==> src/rtl/unpool_pkg.sv <==
// ============================================================================
// Module      : unpool_pkg
// Description : Shared types and constants for the 2x2 unpool stage.
//               Optional feature macro: MAX_UNPOOL_EN (max-unpool mode).
// Revision    : 1.0 - initial release
// ============================================================================
`default_nettype none

package unpool_pkg;

    typedef enum logic [0:0] {
        S_TOP = 1'b0,
        S_BOT = 1'b1
    } state_t;

    // Position inside a 2x2 block, encoded {bottom_row, right_col}
    localparam logic [1:0] POS_TL = 2'd0;
    localparam logic [1:0] POS_TR = 2'd1;
    localparam logic [1:0] POS_BL = 2'd2;
    localparam logic [1:0] POS_BR = 2'd3;

    function automatic int idx_width(input int n);
        return (n > 1) ? $clog2(n) : 1;
    endfunction

endpackage

`default_nettype wire

==> src/rtl/unpool_row_buf.sv <==
// ============================================================================
// Module      : unpool_row_buf
// Description : One-row register buffer; written on the top row of each
//               block and replayed on the bottom row.
// Revision    : 1.0 - initial release
// ============================================================================
`default_nettype none

module unpool_row_buf
    import unpool_pkg::*;
#(
    parameter int ENTRY_W = 16,
    parameter int DEPTH   = 4,
    parameter int ADDR_W  = idx_width(DEPTH)
) (
    input  logic               clk,
    input  logic               wr_en,
    input  logic [ADDR_W-1:0]  wr_addr,
    input  logic [ENTRY_W-1:0] wr_data,
    input  logic [ADDR_W-1:0]  rd_addr,
    output logic [ENTRY_W-1:0] rd_data
);

    logic [ENTRY_W-1:0] mem_q [DEPTH];
    logic [ENTRY_W-1:0] mem_d [DEPTH];

    always_comb begin
        mem_d = mem_q;
        if (wr_en) begin
            mem_d[wr_addr] = wr_data;
        end
    end

    // Contents are don't-care after reset, so no reset term here.
    always_ff @(posedge clk) begin
        mem_q <= mem_d;
    end

    assign rd_data = mem_q[rd_addr];

endmodule

`default_nettype wire

==> src/rtl/unpool_2x2.sv <==
// ============================================================================
// Module      : unpool_2x2
// Description : Streaming 2x2 stride-2 upsampler (nearest-neighbour, or
//               max-unpool when MAX_UNPOOL_EN is defined).
// Revision    : 1.0 - initial release
// ============================================================================
`default_nettype none

module unpool_2x2
    import unpool_pkg::*;
#(
    parameter int DATA_WIDTH = 16,
    parameter int IN_WIDTH   = 4,
    parameter int IN_HEIGHT  = 4
) (
    input  logic                         clk,
    input  logic                         reset,
    input  logic signed [DATA_WIDTH-1:0] din,
    input  logic [1:0]                   din_idx,
    input  logic                         valid_in,
    output logic                         in_ready,
    output logic signed [DATA_WIDTH-1:0] dout,
    output logic                         valid_out,
    input  logic                         out_ready,
    output logic                         out_last
);

    localparam int COL_W = idx_width(IN_WIDTH);
    localparam int ROW_W = idx_width(IN_HEIGHT);
`ifdef MAX_UNPOOL_EN
    localparam int ENTRY_W = DATA_WIDTH + 2;
`else
    localparam int ENTRY_W = DATA_WIDTH;
`endif
    localparam logic [COL_W-1:0] COL_LAST = COL_W'(IN_WIDTH - 1);
    localparam logic [ROW_W-1:0] ROW_LAST = ROW_W'(IN_HEIGHT - 1);

    state_t             state_q, state_d;
    logic [COL_W-1:0]   icol_q,  icol_d;
    logic [ROW_W-1:0]   orow_q,  orow_d;
    logic               sub_x_q, sub_x_d;
    logic               valid_q, valid_d;
    logic [ENTRY_W-1:0] hold_q,  hold_d;

    logic               w_in_xfer;
    logic               w_out_xfer;
    logic               w_col_end;
    logic [COL_W-1:0]   w_wr_addr;
    logic [ENTRY_W-1:0] w_wr_data;
    logic [ENTRY_W-1:0] w_rd_data;
    logic [ENTRY_W-1:0] w_cur;
    logic [1:0]         w_pos;

    assign w_col_end  = (icol_q == COL_LAST);
    assign w_in_xfer  = valid_in && in_ready;
    assign w_out_xfer = valid_q && out_ready;

`ifdef MAX_UNPOOL_EN
    assign w_wr_data = {din_idx, din};
`else
    logic w_unused_idx;
    assign w_wr_data    = din;
    assign w_unused_idx = ^din_idx;
`endif

    unpool_row_buf #(
        .ENTRY_W (ENTRY_W),
        .DEPTH   (IN_WIDTH),
        .ADDR_W  (COL_W)
    ) u_row_buf (
        .clk     (clk),
        .wr_en   (w_in_xfer),
        .wr_addr (w_wr_addr),
        .wr_data (w_wr_data),
        .rd_addr (icol_q),
        .rd_data (w_rd_data)
    );

    // State register
    always_ff @(posedge clk or posedge reset) begin
        if (reset) begin
            state_q <= S_TOP;
        end else begin
            state_q <= state_d;
        end
    end

    always_ff @(posedge clk or posedge reset) begin
        if (reset) begin
            icol_q  <= '0;
            orow_q  <= '0;
            sub_x_q <= 1'b0;
            valid_q <= 1'b0;
            hold_q  <= '0;
        end else begin
            icol_q  <= icol_d;
            orow_q  <= orow_d;
            sub_x_q <= sub_x_d;
            valid_q <= valid_d;
            hold_q  <= hold_d;
        end
    end

    // Next-state logic
    always_comb begin
        state_d = state_q;
        icol_d  = icol_q;
        orow_d  = orow_q;
        sub_x_d = sub_x_q;
        valid_d = valid_q;
        hold_d  = hold_q;
        case (state_q)
            S_TOP: begin
                if (w_out_xfer) begin
                    if (!sub_x_q) begin
                        sub_x_d = 1'b1;
                    end else if (w_col_end) begin
                        state_d = S_BOT;
                        icol_d  = '0;
                        sub_x_d = 1'b0;
                        valid_d = 1'b1;
                    end else begin
                        icol_d  = icol_q + COL_W'(1);
                        sub_x_d = 1'b0;
                        valid_d = 1'b0;
                    end
                end
                // A new value may arrive in the same cycle the previous
                // right pixel leaves; it then owns the next column.
                if (w_in_xfer) begin
                    hold_d  = w_wr_data;
                    valid_d = 1'b1;
                    sub_x_d = 1'b0;
                end
            end
            S_BOT: begin
                if (w_out_xfer) begin
                    if (!sub_x_q) begin
                        sub_x_d = 1'b1;
                    end else if (w_col_end) begin
                        state_d = S_TOP;
                        icol_d  = '0;
                        sub_x_d = 1'b0;
                        valid_d = 1'b0;
                        orow_d  = (orow_q == ROW_LAST) ? '0 : orow_q + ROW_W'(1);
                    end else begin
                        icol_d  = icol_q + COL_W'(1);
                        sub_x_d = 1'b0;
                    end
                end
            end
            default: begin
                state_d = S_TOP;
            end
        endcase
    end

    // Output logic
    always_comb begin
        in_ready  = (state_q == S_TOP) &&
                    (!valid_q || (out_ready && sub_x_q && !w_col_end));
        w_wr_addr = valid_q ? (icol_q + COL_W'(1)) : icol_q;
        valid_out = valid_q;
        w_cur     = (state_q == S_BOT) ? w_rd_data : hold_q;
        if (state_q == S_BOT) begin
            w_pos = sub_x_q ? POS_BR : POS_BL;
        end else begin
            w_pos = sub_x_q ? POS_TR : POS_TL;
        end
        out_last  = (w_pos == POS_BR) && (orow_q == ROW_LAST) && w_col_end;
`ifdef MAX_UNPOOL_EN
        dout = (w_pos == w_cur[ENTRY_W-1 -: 2]) ? w_cur[DATA_WIDTH-1:0] : '0;
`else
        dout = w_cur;
`endif
    end

endmodule

`default_nettype wire

==> config.mk <==
export PLATFORM = sky130hd
export DESIGN_NAME = unpool_2x2
export DESIGN_NICKNAME = d
export VERILOG_FILES = /design/src/rtl/unpool_pkg.sv /design/src/rtl/unpool_row_buf.sv /design/src/rtl/unpool_2x2.sv
export SDC_FILE = /design/constraint.sdc
export NUM_CORES = 1
export LEC_CHECK = 0
export CAP_MARGIN = 20
export CORE_AREA = 2 2 85 87
export CTS_CLUSTER_DIAMETER = 40
export DETAILED_ROUTE_END_ITERATION = 8
export DIE_AREA = 0 0 87 89
export GPL_ROUTABILITY_DRIVEN = 0
export GPL_TIMING_DRIVEN = 0
export PLACE_DENSITY = 0.82
export SLEW_MARGIN = 20
export SYNTH_ARGS = -nofsm -noshare
export SYNTH_HDL_FRONTEND = slang
export SYNTH_SLANG_ARGS = --single-unit
==> constraint.sdc <==
create_clock -name clk -period 4.2 [get_ports clk]
set_clock_uncertainty 0.1 [all_clocks]
set_input_delay 0.84 -clock clk [delete_from_list [all_inputs] [get_ports clk]]
set_output_delay 0.84 -clock clk [all_outputs]
set_load 0.1 [all_outputs]
==> out/qor.txt, run 1 <==
Outcome = finished, final reports clean
Initial Util = 53.76%
Worst-margin pin slew = 0.9783 ns
Crit end category = output port
Synth Register Bits = 87
Worst reg2reg endpoint = u_row_buf.mem_q[15]$_DFFE_PP_
Post-synth EDFFs = 64
Min Tclk post-route = 3.854 ns
Asr flop ratio synth = 26.44%
Synth unique cells = 32
CP Launch Type = flop
Clk slew on worst S/H paths = 0.07 ns
Max Clock Freq = 0.2595 GHz
Cts-stage hold buffer count = 0
Antenna violation net count after detailed routing = 0
Vias in the first global route = 1,859
Port Buffers = 38
Die H = 89 µm
Final setup violation count = 0
Cell depth of the worst flop-to-flop path = 5
Mean Syn Cell Area = 19.53 µm²
Crit-path slowest cell = clkdlybuf4s50_1
Setup CP Type = flop to output port
CTS tree = yes
Row cnt = 30
Drt drc = 0
Most frequent cell after synthesis = edfxtp_1
GRT met3 Usage = 3.139%
Synthesized area = 0.003612 mm²
Hold Fails Final Rpt = 0
Global-route usage over all layers = 18.03%
Die W = 87 µm
Synthesized net count = 210
Dpl hpwl = 4.141 mm
Boundary Pins = 41
Post-cts sizing count = 0
GRT Residual Overflow = 0
Ys flop type = edfxtp_1
Clock sink total = 87
Area leader, netlist = edfxtp_1
Nets = 262
Vias per inst = 5.652
H-tree levels = 3
Hold WC Path Type = flop to flop
RSZ-0062 raised after global routing = no
CTS buffer count = 9
Max clock buf depth = 2
Drt first pass iters = 4
Ys Warns = 0
Synth top area cells = edfxtp_1, dfrtp_1, mux2_2
Share of the synthesized area in the top cell type = 53.20%
Die area = 0.007743 mm²
1st-iter DRT viols = 123
Final wirelength = 6.292 mm
Max Fanout on Critical Path = 10
First-pass GRT wire length = 9.942 mm
Worst path max stage delay = 0.97 ns
Core Region = 0.006719 mm²
CP Data Required Time = 3.26 ns
N_diodes = 0
Crit path cell chain = clkbuf_1, mux4_2, mux2_4, clkdlybuf4s50_1
Hold Crit Depth = 1
WHS = 0.4098 ns
Tcrit/Tclk final = 91.75%
Root buffer cell = clkbuf_8
M1 GR Usage = 23.40%
Relative slew slack = 34.57%
Wire per inst = 19.54 µm
Largest net degree at the start of global routing = 24
Worst Path Arrival = 2.91 ns
Clock Latency Late Sink = 0.34 ns
Post-CTS Setup Bufs = 0
R2r startpoint = icol_q[1]$_DFFE_PP0P_
Share of cells above drive strength 1 = 29.34%
Pins over their slew limit = 0
Post-synth top cells = edfxtp_1, mux2_2, dfrtp_1, mux2_4, mux4_2
Max-Cap Viols = 0
R2r setup slk = 1.48 ns
Initial antenna violation count = 0
Worst Hold End = hold_q[15]$_DFFE_PP0P_
Vias post-DR = 1,820
Area grow syn2layout = 19.54%
Met2 usage = 29.84%
Mapped Cells = 185
HP Start = hold_q[15]$_DFFE_PP0P_
Sequential-to-total area share from yosys stat = 69.14%
Grt peak-use layer = met2
-- worst max-delay path by stage --
stage / start / endpoint / slack, ns / cells after the start
after floorplan: valid_out$_DFFE_PP0P_ / in_ready / 0.72 / 2
after global placement: out_ready / u_row_buf.mem_q[23]$_DFFE_PP_ / -0.51 / 5
after detailed placement: out_ready / in_ready / 0.46 / 4
after CTS: icol_q[1]$_DFFE_PP0P_ / dout[5] / 0.32 / 4
after global routing: icol_q[1]$_DFFE_PP0P_ / dout[5] / 0.24 / 4
final: icol_q[1]$_DFFE_PP0P_ / dout[6] / 0.35 / 4
-- through the flow --
step	setup TNS, ns	cell area (µm²)	util, %	std cells	setup WS, ns
after floorplan	0	3612	-	185	0.7161
after global placement	-8.106	4093	60.91	303	-0.5071
after detailed placement	0	4125	61.40	305	0.4650
after CTS	0	4303	64.04	321	0.3168
after global routing	0	4318	64.26	322	0.2371
final	0	4318	64.26	322	0.3463
-- sequential cells by signal, summed over array words and instances, names as in the netlist --
name	cells
valid_out	1
orow_q	2
icol_q	2
hold_q	16
state_q	1
sub_x_q	1
u_row_buf.mem_q	64
-- area by class of cell --
class,count,area (µm²)
clock buffers,13,158.9
inverters,2,7.507
multi-input cells,86,1047
flip-flops and latches,87,2497
fillers,448,2401
clock inverters,3,18.77
plain buffers,10,66.31
well taps,80,100.1
repair buffers,41,421.7
-- critical path, delay by kind of cell, from the launching register on --
family                 cells  cell delay [ns]
DFF                        1             0.40
buffers and inverters      2             1.49
muxes                      2             0.69
-- cells by family after synthesis --
kind of cell               after synthesis  synth area share, %
AOI/OAI and AO/OA                        9                1.594
xor gates and xnor gates                 1               0.2425
muxes                                   52                22.86
and+or+nand+nor                         21                3.083
adders and majority gates                3                1.039
buffers and inverters                   12                2.044
DFF                                     87                69.14
-- routing by layer --
layer | wire [µm] | part of all wire, %
met5 | 0 | 0
met4 | 128 | 2.0
met3 | 189 | 3.0
met2 | 3196 | 51
met1 | 2778 | 44
-- cell usage in the layout, fill, tap and decap left out, types with 2 or more instances in the layout --
cell,count
dfrtp_1,23
buf_8,2
clkbuf_1,5
mux2_2,27
clkbuf_8,11
clkinv_2,2
clkdlybuf4s50_1,38
and2_1,2
buf_6,2
buf_2,4
mux2_4,9
a21oi_1,4
edfxtp_1,64
nand2_1,4
ha_1,3
nor2_1,5
mux4_2,9
mux4_1,7
Power of run 1 is left out: the tool's default activity adds up to more than one toggle a clock period on the data nets, which glitch-free logic cannot reach.
==> run 2, diff against run 1 <==
--- a/config.mk
+++ b/config.mk
@@ -6,10 +6,10 @@
 export NUM_CORES = 1
 export LEC_CHECK = 0
 export CAP_MARGIN = 20
-export CORE_AREA = 2 2 85 87
+export CORE_AREA = 4 4 87 89
 export CTS_CLUSTER_DIAMETER = 40
 export DETAILED_ROUTE_END_ITERATION = 8
-export DIE_AREA = 0 0 87 89
+export DIE_AREA = 0 0 91 93
 export GPL_ROUTABILITY_DRIVEN = 0
 export GPL_TIMING_DRIVEN = 0
 export PLACE_DENSITY = 0.82
==> out/qor.txt, run 2 (synthesis gave the netlist of run 1 again) <==
Pins over their slew limit = 0 (unchanged)
Worst-margin pin slew = 0.9851 ns (+0.006805 ns)
Nets = 261 (-0.38%)
Post-CTS Setup Bufs = 0 (unchanged)
Max-Cap Viols = 0 (unchanged)
Vias in the first global route = 1,859 (unchanged)
Commonest non-fill, non-tap cell in the layout = edfxtp_1
Setup WS pre-CTS = 0.4587 ns (-0.006269 ns)
Post-cts sizing count = 0 (unchanged)
CTS tree = yes
Wire per inst = 19.61 µm (+0.34%)
Root buffer cell = clkbuf_8
RSZ-0062 raised after global routing = no
Final wirelength = 6.294 mm (about the same)
Largest net degree at the start of global routing = 24 (unchanged)
Relative slew slack = 34.12% (-0.46 points)
CP Launch Type = flop
Antenna violation net count after detailed routing = 0 (unchanged)
Clk slew on worst S/H paths = 0.08 ns (about the same)
Area grow syn2layout = 19.36%
Largest Register = u_row_buf.mem_q
Clock Latency Late Sink = 0.34 ns (about the same)
Uppermost routed layer = met4
Port Buffers = 38 (unchanged)
Hold Fails Final Rpt = 0 (unchanged)
Row cnt = 30 (unchanged)
Drt first pass iters = 4 (unchanged)
Register area = 0.002497 mm² (unchanged)
First-pass GRT wire length = 10.32 mm (+3.8%)
1st-iter DRT viols = 132 (+7.3%)
Outcome = finished, final reports clean
Die area = 0.008463 mm² (+9.3%)
CP Data Required Time = 3.26 ns (about the same)
Tcrit/Tclk final = 91.76% (about the same)
WHS = 0.4089 ns (-0.0009220 ns)
Flip-flop count of the largest register after layout = 64 (unchanged)
Initial antenna violation count = 0 (unchanged)
Final core utilization = 63.81% (-0.45 points)
Multi-input logic area = 0.001047 mm² (unchanged)
H-tree levels = 3 (unchanged)
Final setup violation count = 0 (unchanged)
Drt drc = 0 (unchanged)
Die H = 93 µm (+4.5%)
Fillers = 473 (+5.6%)
DR WL met3 = 200 µm (+5.8%)
Worst Path Arrival = 2.91 ns (about the same)
Max clock buf depth = 2 (unchanged)
Vias per inst = 5.589 (-1.1%)
Design area = 0.004312 mm² (-0.14%)
Global-route usage over all layers = 16.34% (-1.7 points)
Core Region = 0.006756 mm² (+0.56%)
Most frequent cells in the layout = edfxtp_1, clkdlybuf4s50_1, mux2_2
Hold WC Path Type = flop to flop
Min Tclk post-route = 3.854 ns (+0.0001770 ns)
Die W = 91 µm (+4.6%)
Final WS setup = 0.3462 ns (-0.0001770 ns)
Area after DPL = 0.004125 mm² (unchanged)
Max Fanout on Critical Path = 10 (unchanged)
Top Registers = u_row_buf.mem_q (64), hold_q (16)
Max Clock Freq = 0.2595 GHz (about the same)
Boundary Pins = 41 (unchanged)
Share of cells above drive strength 1 = 28.22% (-1.1 points)
GRT Residual Overflow = 0 (unchanged)
Vias post-DR = 1,794 (-1.4%)
Setup CP Type = flop to output port
Met2 WL = 3.094 mm (-3.2%)
CTS buffer count = 9 (unchanged)
DRT met1 WL = 2.880 mm (+3.7%)
Crit end category = output port
Clock sink total = 87 (unchanged)
Dpl hpwl = 4.119 mm (-0.53%)
Initial Util = 53.46% (-0.30 points)
N_diodes = 0 (unchanged)
Cts-stage hold buffer count = 0 (unchanged)
==> run 2: final timing paths <==
kind / startpoint / endpoint / slack, ns / cells past startpoint
max in group asynchronous: reset / hold_q[0]$_DFFE_PP0P_ / 2.88 / 2
min in group asynchronous: reset / hold_q[1]$_DFFE_PP0P_ / 0.75 / 2
max: icol_q[1]$_DFFE_PP0P_ / dout[7] / 0.35 / 4
min reg2reg: hold_q[3]$_DFFE_PP0P_ / hold_q[3]$_DFFE_PP0P_ / 0.41 / 1
min: hold_q[3]$_DFFE_PP0P_ / hold_q[3]$_DFFE_PP0P_ / 0.41 / 1
max reg2reg: icol_q[0]$_DFFE_PP0P_ / u_row_buf.mem_q[3]$_DFFE_PP_ / 1.53 / 5
==> run 2: worst max-delay path: stages, from the launching register on <==
cell             delay (ns)
dfrtp_1                0.39
clkbuf_1               0.52
mux4_2                 0.42
mux2_4                 0.27
clkdlybuf4s50_1        0.97
==> run 2: area by class of cell <==
| type | count | share of cell area [%] |
|---|---|---|
| inverters | 2 | 0.1741 |
| flip-flops and latches | 87 | 57.92 |
| repair buffers | 40 | 9.431 |
| clock inverters | 1 | 0.6965 |
| well taps | 80 | 2.322 |
| multi-input cells | 86 | 24.29 |
| clock buffers | 15 | 3.627 |
| plain buffers | 10 | 1.538 |
==> run 2: stage by stage <==
| stage | cells | setup TNS [ns] |
|---|---|---|
| after floorplan | 185 | 0 |
| after global placement | 303 | -8.414 |
| after detailed placement | 305 | 0 |
| after CTS | 321 | 0 |
| after global routing | 321 | 0 |
| final | 321 | 0 |
==> run 2: metal layers <==
metal  vias up  track usage (%)
met1       907            22.66
met2        42            25.51
met5         -                0
li1        836                -
met3         9            2.333
met4         0            8.291
Power of run 2 is left out for the same reason.
